<file path="config.mk">
export PLATFORM = sky130hd
export DESIGN_NAME = aes_key_schedule
export DESIGN_NICKNAME = d
export VERILOG_FILES = /design/src/rtl/aes_pkg.sv /design/src/rtl/aes_sub_word.sv /design/src/rtl/aes_key_schedule.sv
export SDC_FILE = /design/constraint.sdc
export NUM_CORES = 2
export LEC_CHECK = 0
export BUFFER_PORTS_ARGS = -buffer_cell sky130_fd_sc_hd__buf_2
export CAP_MARGIN = 25
export CORE_ASPECT_RATIO = 0.9
export CORE_MARGIN = 10
export CORE_UTILIZATION = 25
export DETAILED_ROUTE_END_ITERATION = 8
export GPL_ROUTABILITY_DRIVEN = 0
export PLACE_DENSITY = 0.39
export SLEW_MARGIN = 0
export SYNTH_ARGS = -nofsm -noshare
export SYNTH_HDL_FRONTEND = slang
export SYNTH_SLANG_ARGS = --single-unit
</file>
<file path="constraint.sdc">
create_clock -name CLK -period 4.4 [get_ports CLK]
set_input_delay 1.1 -clock CLK [delete_from_list [all_inputs] [get_ports CLK]]
set_output_delay 1.1 -clock CLK [all_outputs]
set_load 0.02 [all_outputs]
</file>
<file path="src/rtl/aes_pkg.sv">
// Shared AES key-schedule types, round constants and key-size helpers.
// Latency: none (types and pure functions); backpressure: n/a.
package aes_pkg;

    typedef logic [31:0] word_t;

    typedef enum logic [1:0] {
        AES128 = 2'd0,
        AES192 = 2'd1,
        AES256 = 2'd2
    } key_size_t;

    localparam logic [7:0] RCON [0:9] = '{
        8'h01, 8'h02, 8'h04, 8'h08, 8'h10, 8'h20, 8'h40, 8'h80, 8'h1b, 8'h36
    };

    function automatic logic [3:0] nk_of(key_size_t ks);
        case (ks)
            AES128:  return 4'd4;
            AES192:  return 4'd6;
            default: return 4'd8;
        endcase
    endfunction

    function automatic logic [3:0] nr_of(key_size_t ks);
        case (ks)
            AES128:  return 4'd10;
            AES192:  return 4'd12;
            default: return 4'd14;
        endcase
    endfunction

endpackage

</file>
<file path="src/rtl/aes_sub_word.sv">
// Four parallel AES S-boxes applied to one 32-bit word.
// Latency: combinational; backpressure: n/a.
module aes_sub_word
    import aes_pkg::*;
(
    input  word_t w,
    output word_t s
);

    localparam logic [7:0] SBOX [0:255] = '{
        8'h63, 8'h7c, 8'h77, 8'h7b, 8'hf2, 8'h6b, 8'h6f, 8'hc5, 8'h30, 8'h01, 8'h67, 8'h2b, 8'hfe, 8'hd7, 8'hab, 8'h76,
        8'hca, 8'h82, 8'hc9, 8'h7d, 8'hfa, 8'h59, 8'h47, 8'hf0, 8'had, 8'hd4, 8'ha2, 8'haf, 8'h9c, 8'ha4, 8'h72, 8'hc0,
        8'hb7, 8'hfd, 8'h93, 8'h26, 8'h36, 8'h3f, 8'hf7, 8'hcc, 8'h34, 8'ha5, 8'he5, 8'hf1, 8'h71, 8'hd8, 8'h31, 8'h15,
        8'h04, 8'hc7, 8'h23, 8'hc3, 8'h18, 8'h96, 8'h05, 8'h9a, 8'h07, 8'h12, 8'h80, 8'he2, 8'heb, 8'h27, 8'hb2, 8'h75,
        8'h09, 8'h83, 8'h2c, 8'h1a, 8'h1b, 8'h6e, 8'h5a, 8'ha0, 8'h52, 8'h3b, 8'hd6, 8'hb3, 8'h29, 8'he3, 8'h2f, 8'h84,
        8'h53, 8'hd1, 8'h00, 8'hed, 8'h20, 8'hfc, 8'hb1, 8'h5b, 8'h6a, 8'hcb, 8'hbe, 8'h39, 8'h4a, 8'h4c, 8'h58, 8'hcf,
        8'hd0, 8'hef, 8'haa, 8'hfb, 8'h43, 8'h4d, 8'h33, 8'h85, 8'h45, 8'hf9, 8'h02, 8'h7f, 8'h50, 8'h3c, 8'h9f, 8'ha8,
        8'h51, 8'ha3, 8'h40, 8'h8f, 8'h92, 8'h9d, 8'h38, 8'hf5, 8'hbc, 8'hb6, 8'hda, 8'h21, 8'h10, 8'hff, 8'hf3, 8'hd2,
        8'hcd, 8'h0c, 8'h13, 8'hec, 8'h5f, 8'h97, 8'h44, 8'h17, 8'hc4, 8'ha7, 8'h7e, 8'h3d, 8'h64, 8'h5d, 8'h19, 8'h73,
        8'h60, 8'h81, 8'h4f, 8'hdc, 8'h22, 8'h2a, 8'h90, 8'h88, 8'h46, 8'hee, 8'hb8, 8'h14, 8'hde, 8'h5e, 8'h0b, 8'hdb,
        8'he0, 8'h32, 8'h3a, 8'h0a, 8'h49, 8'h06, 8'h24, 8'h5c, 8'hc2, 8'hd3, 8'hac, 8'h62, 8'h91, 8'h95, 8'he4, 8'h79,
        8'he7, 8'hc8, 8'h37, 8'h6d, 8'h8d, 8'hd5, 8'h4e, 8'ha9, 8'h6c, 8'h56, 8'hf4, 8'hea, 8'h65, 8'h7a, 8'hae, 8'h08,
        8'hba, 8'h78, 8'h25, 8'h2e, 8'h1c, 8'ha6, 8'hb4, 8'hc6, 8'he8, 8'hdd, 8'h74, 8'h1f, 8'h4b, 8'hbd, 8'h8b, 8'h8a,
        8'h70, 8'h3e, 8'hb5, 8'h66, 8'h48, 8'h03, 8'hf6, 8'h0e, 8'h61, 8'h35, 8'h57, 8'hb9, 8'h86, 8'hc1, 8'h1d, 8'h9e,
        8'he1, 8'hf8, 8'h98, 8'h11, 8'h69, 8'hd9, 8'h8e, 8'h94, 8'h9b, 8'h1e, 8'h87, 8'he9, 8'hce, 8'h55, 8'h28, 8'hdf,
        8'h8c, 8'ha1, 8'h89, 8'h0d, 8'hbf, 8'he6, 8'h42, 8'h68, 8'h41, 8'h99, 8'h2d, 8'h0f, 8'hb0, 8'h54, 8'hbb, 8'h16
    };

    assign s = {SBOX[w[31:24]], SBOX[w[23:16]], SBOX[w[15:8]], SBOX[w[7:0]]};

endmodule

</file>
<file path="src/rtl/aes_key_schedule.sv">
// Word-serial AES-128/192/256 key expansion streaming Nr+1 round keys in order.
// Latency: first key 4 cycles after start, then one per 4 cycles; backpressure: rk_ready low stalls expansion.
module aes_key_schedule
    import aes_pkg::*;
#(
    parameter int KEY_W = 256,
    parameter int RK_W  = 128
) (
    input  logic             CLK,
    input  logic             rst,
    input  logic             start,
    output logic             start_ready,
    input  logic [1:0]       key_size,
    input  logic [KEY_W-1:0] key_in,
    output logic             rk_valid,
    input  logic             rk_ready,
    output logic [RK_W-1:0]  rk_data,
    output logic [3:0]       rk_round,
    output logic             rk_last,
    output logic             done
);

    localparam logic [0:0] ST_IDLE   = 1'b0;
    localparam logic [0:0] ST_EXPAND = 1'b1;

    logic [0:0]       state_q, state_d;
    key_size_t        ks_q, ks_d;
    logic [KEY_W-1:0] key_q, key_d;
    word_t            win_q [8];
    word_t            win_d [8];
    word_t            asm_q [3];
    word_t            asm_d [3];
    logic [2:0]       mod_q, mod_d;
    logic [3:0]       rcon_q, rcon_d;
    logic [5:0]       i_q, i_d;
    logic             rk_valid_q, rk_valid_d;
    logic [RK_W-1:0]  rk_data_q, rk_data_d;
    logic [3:0]       rk_round_q, rk_round_d;
    logic             rk_last_q, rk_last_d;
    logic             done_q, done_d;

    logic [3:0] nk, nr;
    logic [2:0] nkm1;
    logic [5:0] total;
    logic       hs, out_free, in_key, last_of_four, adv;
    word_t      sub_in, sub_out, t, w_new;

    assign nk    = nk_of(ks_q);
    assign nr    = nr_of(ks_q);
    assign nkm1  = 3'(nk - 4'd1);
    assign total = {nr + 4'd1, 2'b00};

    assign hs           = rk_valid_q && rk_ready;
    assign out_free     = !rk_valid_q || rk_ready;
    assign in_key       = ({2'b00, nk} > i_q);
    assign last_of_four = (i_q[1:0] == 2'd3);
    assign adv          = (state_q == ST_EXPAND) && (i_q < total) && (!last_of_four || out_free);

    // One shared S-box bank: RotWord only on the Rcon steps.
    assign sub_in = (mod_q == 3'd0) ? {win_q[0][23:0], win_q[0][31:24]} : win_q[0];

    aes_sub_word u_sub_word (
        .w (sub_in),
        .s (sub_out)
    );

    always_comb begin
        t = win_q[0];
        if (mod_q == 3'd0) begin
            t = sub_out ^ {RCON[rcon_q], 24'h0};
        end else if (nk == 4'd8 && mod_q == 3'd4) begin
            t = sub_out;
        end
        w_new = in_key ? key_q[KEY_W-1 -: 32] : (win_q[nkm1] ^ t);
    end

    always_comb begin
        state_d    = state_q;
        ks_d       = ks_q;
        key_d      = key_q;
        win_d      = win_q;
        asm_d      = asm_q;
        mod_d      = mod_q;
        rcon_d     = rcon_q;
        i_d        = i_q;
        rk_valid_d = rk_valid_q;
        rk_data_d  = rk_data_q;
        rk_round_d = rk_round_q;
        rk_last_d  = rk_last_q;
        done_d     = 1'b0;

        case (state_q)
            ST_IDLE: begin
                if (start && key_size != 2'd3) begin
                    state_d = ST_EXPAND;
                    ks_d    = key_size_t'(key_size);
                    key_d   = key_in;
                    win_d   = '{default: '0};
                    mod_d   = 3'd0;
                    rcon_d  = 4'd0;
                    i_d     = 6'd0;
                end
            end
            ST_EXPAND: begin
                if (hs) begin
                    rk_valid_d = 1'b0;
                    if (rk_last_q) begin
                        state_d = ST_IDLE;
                        done_d  = 1'b1;
                    end
                end
                if (adv) begin
                    key_d = key_q << 32;
                    for (int k = 7; k > 0; k--) begin
                        win_d[k] = win_q[k-1];
                    end
                    win_d[0] = w_new;
                    mod_d    = (mod_q == nkm1) ? 3'd0 : mod_q + 3'd1;
                    if (mod_q == 3'd0 && !in_key && rcon_q != 4'd9) begin
                        rcon_d = rcon_q + 4'd1;
                    end
                    i_d = i_q + 6'd1;
                    case (i_q[1:0])
                        2'd0:    asm_d[0] = w_new;
                        2'd1:    asm_d[1] = w_new;
                        2'd2:    asm_d[2] = w_new;
                        default: begin
                            rk_valid_d = 1'b1;
                            rk_data_d  = {asm_q[0], asm_q[1], asm_q[2], w_new};
                            rk_round_d = i_q[5:2];
                            rk_last_d  = (i_q[5:2] == nr);
                        end
                    endcase
                end
            end
            default: state_d = ST_IDLE;
        endcase
    end

    always_ff @(posedge CLK) begin
        if (rst) begin
            state_q    <= ST_IDLE;
            ks_q       <= AES128;
            key_q      <= '0;
            win_q      <= '{default: '0};
            asm_q      <= '{default: '0};
            mod_q      <= 3'd0;
            rcon_q     <= 4'd0;
            i_q        <= 6'd0;
            rk_valid_q <= 1'b0;
            rk_data_q  <= '0;
            rk_round_q <= 4'd0;
            rk_last_q  <= 1'b0;
            done_q     <= 1'b0;
        end else begin
            state_q    <= state_d;
            ks_q       <= ks_d;
            key_q      <= key_d;
            win_q      <= win_d;
            asm_q      <= asm_d;
            mod_q      <= mod_d;
            rcon_q     <= rcon_d;
            i_q        <= i_d;
            rk_valid_q <= rk_valid_d;
            rk_data_q  <= rk_data_d;
            rk_round_q <= rk_round_d;
            rk_last_q  <= rk_last_d;
            done_q     <= done_d;
        end
    end

    assign start_ready = (state_q == ST_IDLE);
    assign rk_valid    = rk_valid_q;
    assign rk_data     = rk_data_q;
    assign rk_round    = rk_round_q;
    assign rk_last     = rk_last_q;
    assign done        = done_q;

endmodule

</file>
==> out/metrics.yaml <==
synth_seq_area_share_pct: 33.4
avgViaCountPerCell: 5.84
synth_cell_types: 110
ys_ff_latch: 759
antenna_found_initial: 59
hpwl_mm: 180
crit_top_cell: "buf_4"
cts_htree_levels: 3
die_x_um: 470
wl_per_cell_um: 27.6
die_area_sq_mm: 0.200
root_buffer: "clkbuf_16"
ff2ff_path_depth: 15
drtIter0Drc: 7540
clkLatencyLatePin_ps: 720
fin_crit_ps: 4330
cts_tree: "done"
cts_sinks: 759
finalCritPeriodShare_pct: 98.5
r2r_end: "rk_data[8]$_SDFFE_PP0P_"
ys_top_cells_by_count: "966 x nand2_1, 806 x a21oi_1, 759 x dfxtp_1"
grt_pass1_wl_mm: 357
syn_inst: 6021
nNetsFinal: 6820
drv_cap: 0
synth.cell_area_sq_mm: 0.0455
crit_path_end: "rk_data[8]$_SDFFE_PP0P_"
postSynthAreaPerCell_sq_um: 7.56
clk_path_buf_depth: 3
fmax_mhz: 231
start_util_pct: 25.2
multiInputGateArea_sq_mm: 0.0278
dp_cells: 8801
track_usage_pct: 23.2
cellPowerDensity_mw_per_mm2: 377
critPathLaunchType: "register"
drc: 0
startpoint: "mod_q[1]$_SDFFE_PP0P_"
ys_warn_count: 0
crit_path_end_kind: "register"
synth_top_area_cell: "dfxtp_1"
clk_pin_slew_ps: 60
drive_above_1_share_pct: 20.9
slew_headroom_pct: 17.5
synth_top_area_share_pct: 33.4
via_count: 52382
hp-class: "register to register"
finalNonFillerCells: 8977
stdcell_area_sq_mm: 0.0566
core_sq_mm: 0.181
fillers: 19648
firstDrtPassIters: 8
required_ps: 4950
seqCellArea_sq_mm: 0.0152
die_y_um: 425
crit_path_top_delay_cell: "a2111oi_0"
worst_pin_slew_ps: 1240
area.growth.synth_to_final_pct: 24.4
worst_r2r_startpoint: "mod_q[1]$_SDFFE_PP0P_"
crit_type: "register to register"
ys_async_sr_fraction_pct: 0
wl_mm: 248
grt_pass1_vias: 49374
globalRouteOverflowTotal: 0
placed_area_sq_mm: 0.0533
p_leak_nw: 20.3
final-hold-violation-count: 0
fp-row-count: 148
synth.most_common_cell: "nand2_1"
postRouteAntennaNets: 0
slowest_delay_ps: 550
ys.flop_type: "dfxtp_1"
design.portCount: 398
critPathMaxFanout: 42
slew_violations: 0
yosys-top-cells-area: "dfxtp_1 33%, a21oi_1 8.9%, nand2_1 8.0%"
grt_max_degree: 161
numPortBuffers: 397
r2r_slack_ps: 70
path_cells: "inv_1, ha_4, nand2b_4, buf_12, buf_12, a21oi_4, buf_4, nand2_1, a2111oi_0, nor4_2, buf_4, a211oi_2, xnor2_1, buf_4, a2111oi_0"
synth-edff-count: 0
synth_fp_nets: 6332
outcome: "complete, no violations"
ir_worst_vdd_mv: 0.269
arrival_ps: 4880
cts_buffers: 85
clock_skew_ps: 71.3
setup_violations: 0
-- state kept, by name, indices dropped and copies added, names as in the netlist --
name,count
key_q,256
rk_last,1
asm_q,96
win_q,256
mod_q,3
rcon_q,4
rk_data,128
rk_valid,1
state_q,1
ks_q,2
rk_round,4
done,1
i_q,6
-- power by group --
| group | leakage [nW] | internal (mW) | switching (mW) |
|---|---|---|---|
| Clock | 1.36 | 4.21 | 3.09 |
| Sequential | 6.15 | 7.12 | 0.254 |
| Combinational | 12.8 | 2.32 | 4.37 |
| Total | 20.3 | 13.7 | 7.71 |
-- layout make-up --
| type | instances | share of cell area (%) |
|---|---|---|
| Clock buffer | 123 | 4.31 |
| Inverter | 58 | 0.387 |
| Antenna cell | 13 | 0.0574 |
| Tap cell | 2400 | 5.30 |
| Timing Repair Buffer | 1043 | 13.3 |
| Clock inverter | 19 | 0.645 |
| Sequential cell | 759 | 26.8 |
| Multi-Input combinational cell | 4562 | 49.2 |
-- cells in the final DEF (no fill, tap or decap), drive strengths merged, types with 123 or more instances in the layout --
cell,synthesis,final
nor2,329,329
a21oi,811,811
a22oi,233,233
o21ai,310,311
mux2i,161,162
nand2,966,966
a211oi,145,145
nand3,306,306
buf,203,1043
dfxtp,759,759
clkbuf,441,123
-- worst max-delay path: cells and delay by family, from the launching register on --
| family | cells | cell delay [ps] |
|---|---|---|
| AO/OA/AOI/OAI | 4 | 1710 |
| XOR/XNOR | 1 | 160 |
| adder cells (fa/ha/maj) | 1 | 200 |
| buffers and inverters | 6 | 1250 |
| flip-flops | 1 | 310 |
| AND/OR/NAND/NOR | 3 | 490 |
-- repair_timing --
item | 4_1_cts | 5_1_grt
cloned | 0 | 2
buffers inserted | 6 | 12
resized for setup | 22 | 57
setup endpoints to repair | 39 | 111
hold buffers | 0 | 0
pin swaps | 3 | 11
-- worst min-delay path by stage --
| stage | startpoint | to | slack (ps) | cells past startpoint |
|---|---|---|---|---|
| after global routing | win_q[121]$_SDFFE_PP0P_ | win_q[89]$_SDFFE_PP0P_ | 450 | 2 |
| after global placement | win_q[96]$_SDFFE_PP0P_ | win_q[64]$_SDFFE_PP0P_ | 430 | 2 |
| final | win_q[121]$_SDFFE_PP0P_ | win_q[89]$_SDFFE_PP0P_ | 420 | 2 |
| after detailed placement | win_q[41]$_SDFFE_PP0P_ | win_q[9]$_SDFFE_PP0P_ | 440 | 2 |
| after floorplan | asm_q[75]$_SDFFE_PP0P_ | rk_data[107]$_SDFFE_PP0P_ | 430 | 2 |
| after CTS | asm_q[5]$_SDFFE_PP0P_ | rk_data[37]$_SDFFE_PP0P_ | 420 | 2 |
-- per-layer routing --
metal  track usage (%)  share of wire [%]  routed length (um)  up-vias
met5                 0               0.18                 440        -
met4              8.72                4.5               11200       66
met3              7.16                 11               26600      704
met2              33.2                 41              101000     3097
met1              32.5                 44              109000    25248
li1                  -                  -                   -    23267
-- per-stage QoR --
step | utilization [%] | power [mW] | worst slack, ps | TNS (ps) | hold WS (ps)
global route | 31.3 | 22.1 | -48.8 | -107 | 447
CTS | 31.1 | 21.3 | 43.8 | 0 | 422
floorplan | - | 10.8 | 64.3 | 0 | 427
detailed placement | 29.5 | 13.8 | -290 | -4320 | 442
finish | 31.3 | 21.4 | 66.0 | 0 | 421
global placement | 29.5 | 13.9 | -274 | -3950 | 434
-- cell families after synthesis --
group                      share of synthesized area (%)
AOI/OAI and AO/OA                                   32.7
and+or+nand+nor                                     19.7
DFF                                                 33.4
buffers and inverters                               6.73
muxes                                               5.48
adders and majority gates                           1.35
xor gates and xnor gates                           0.692
No activity file was read; power rests on OpenSTA's default activity.
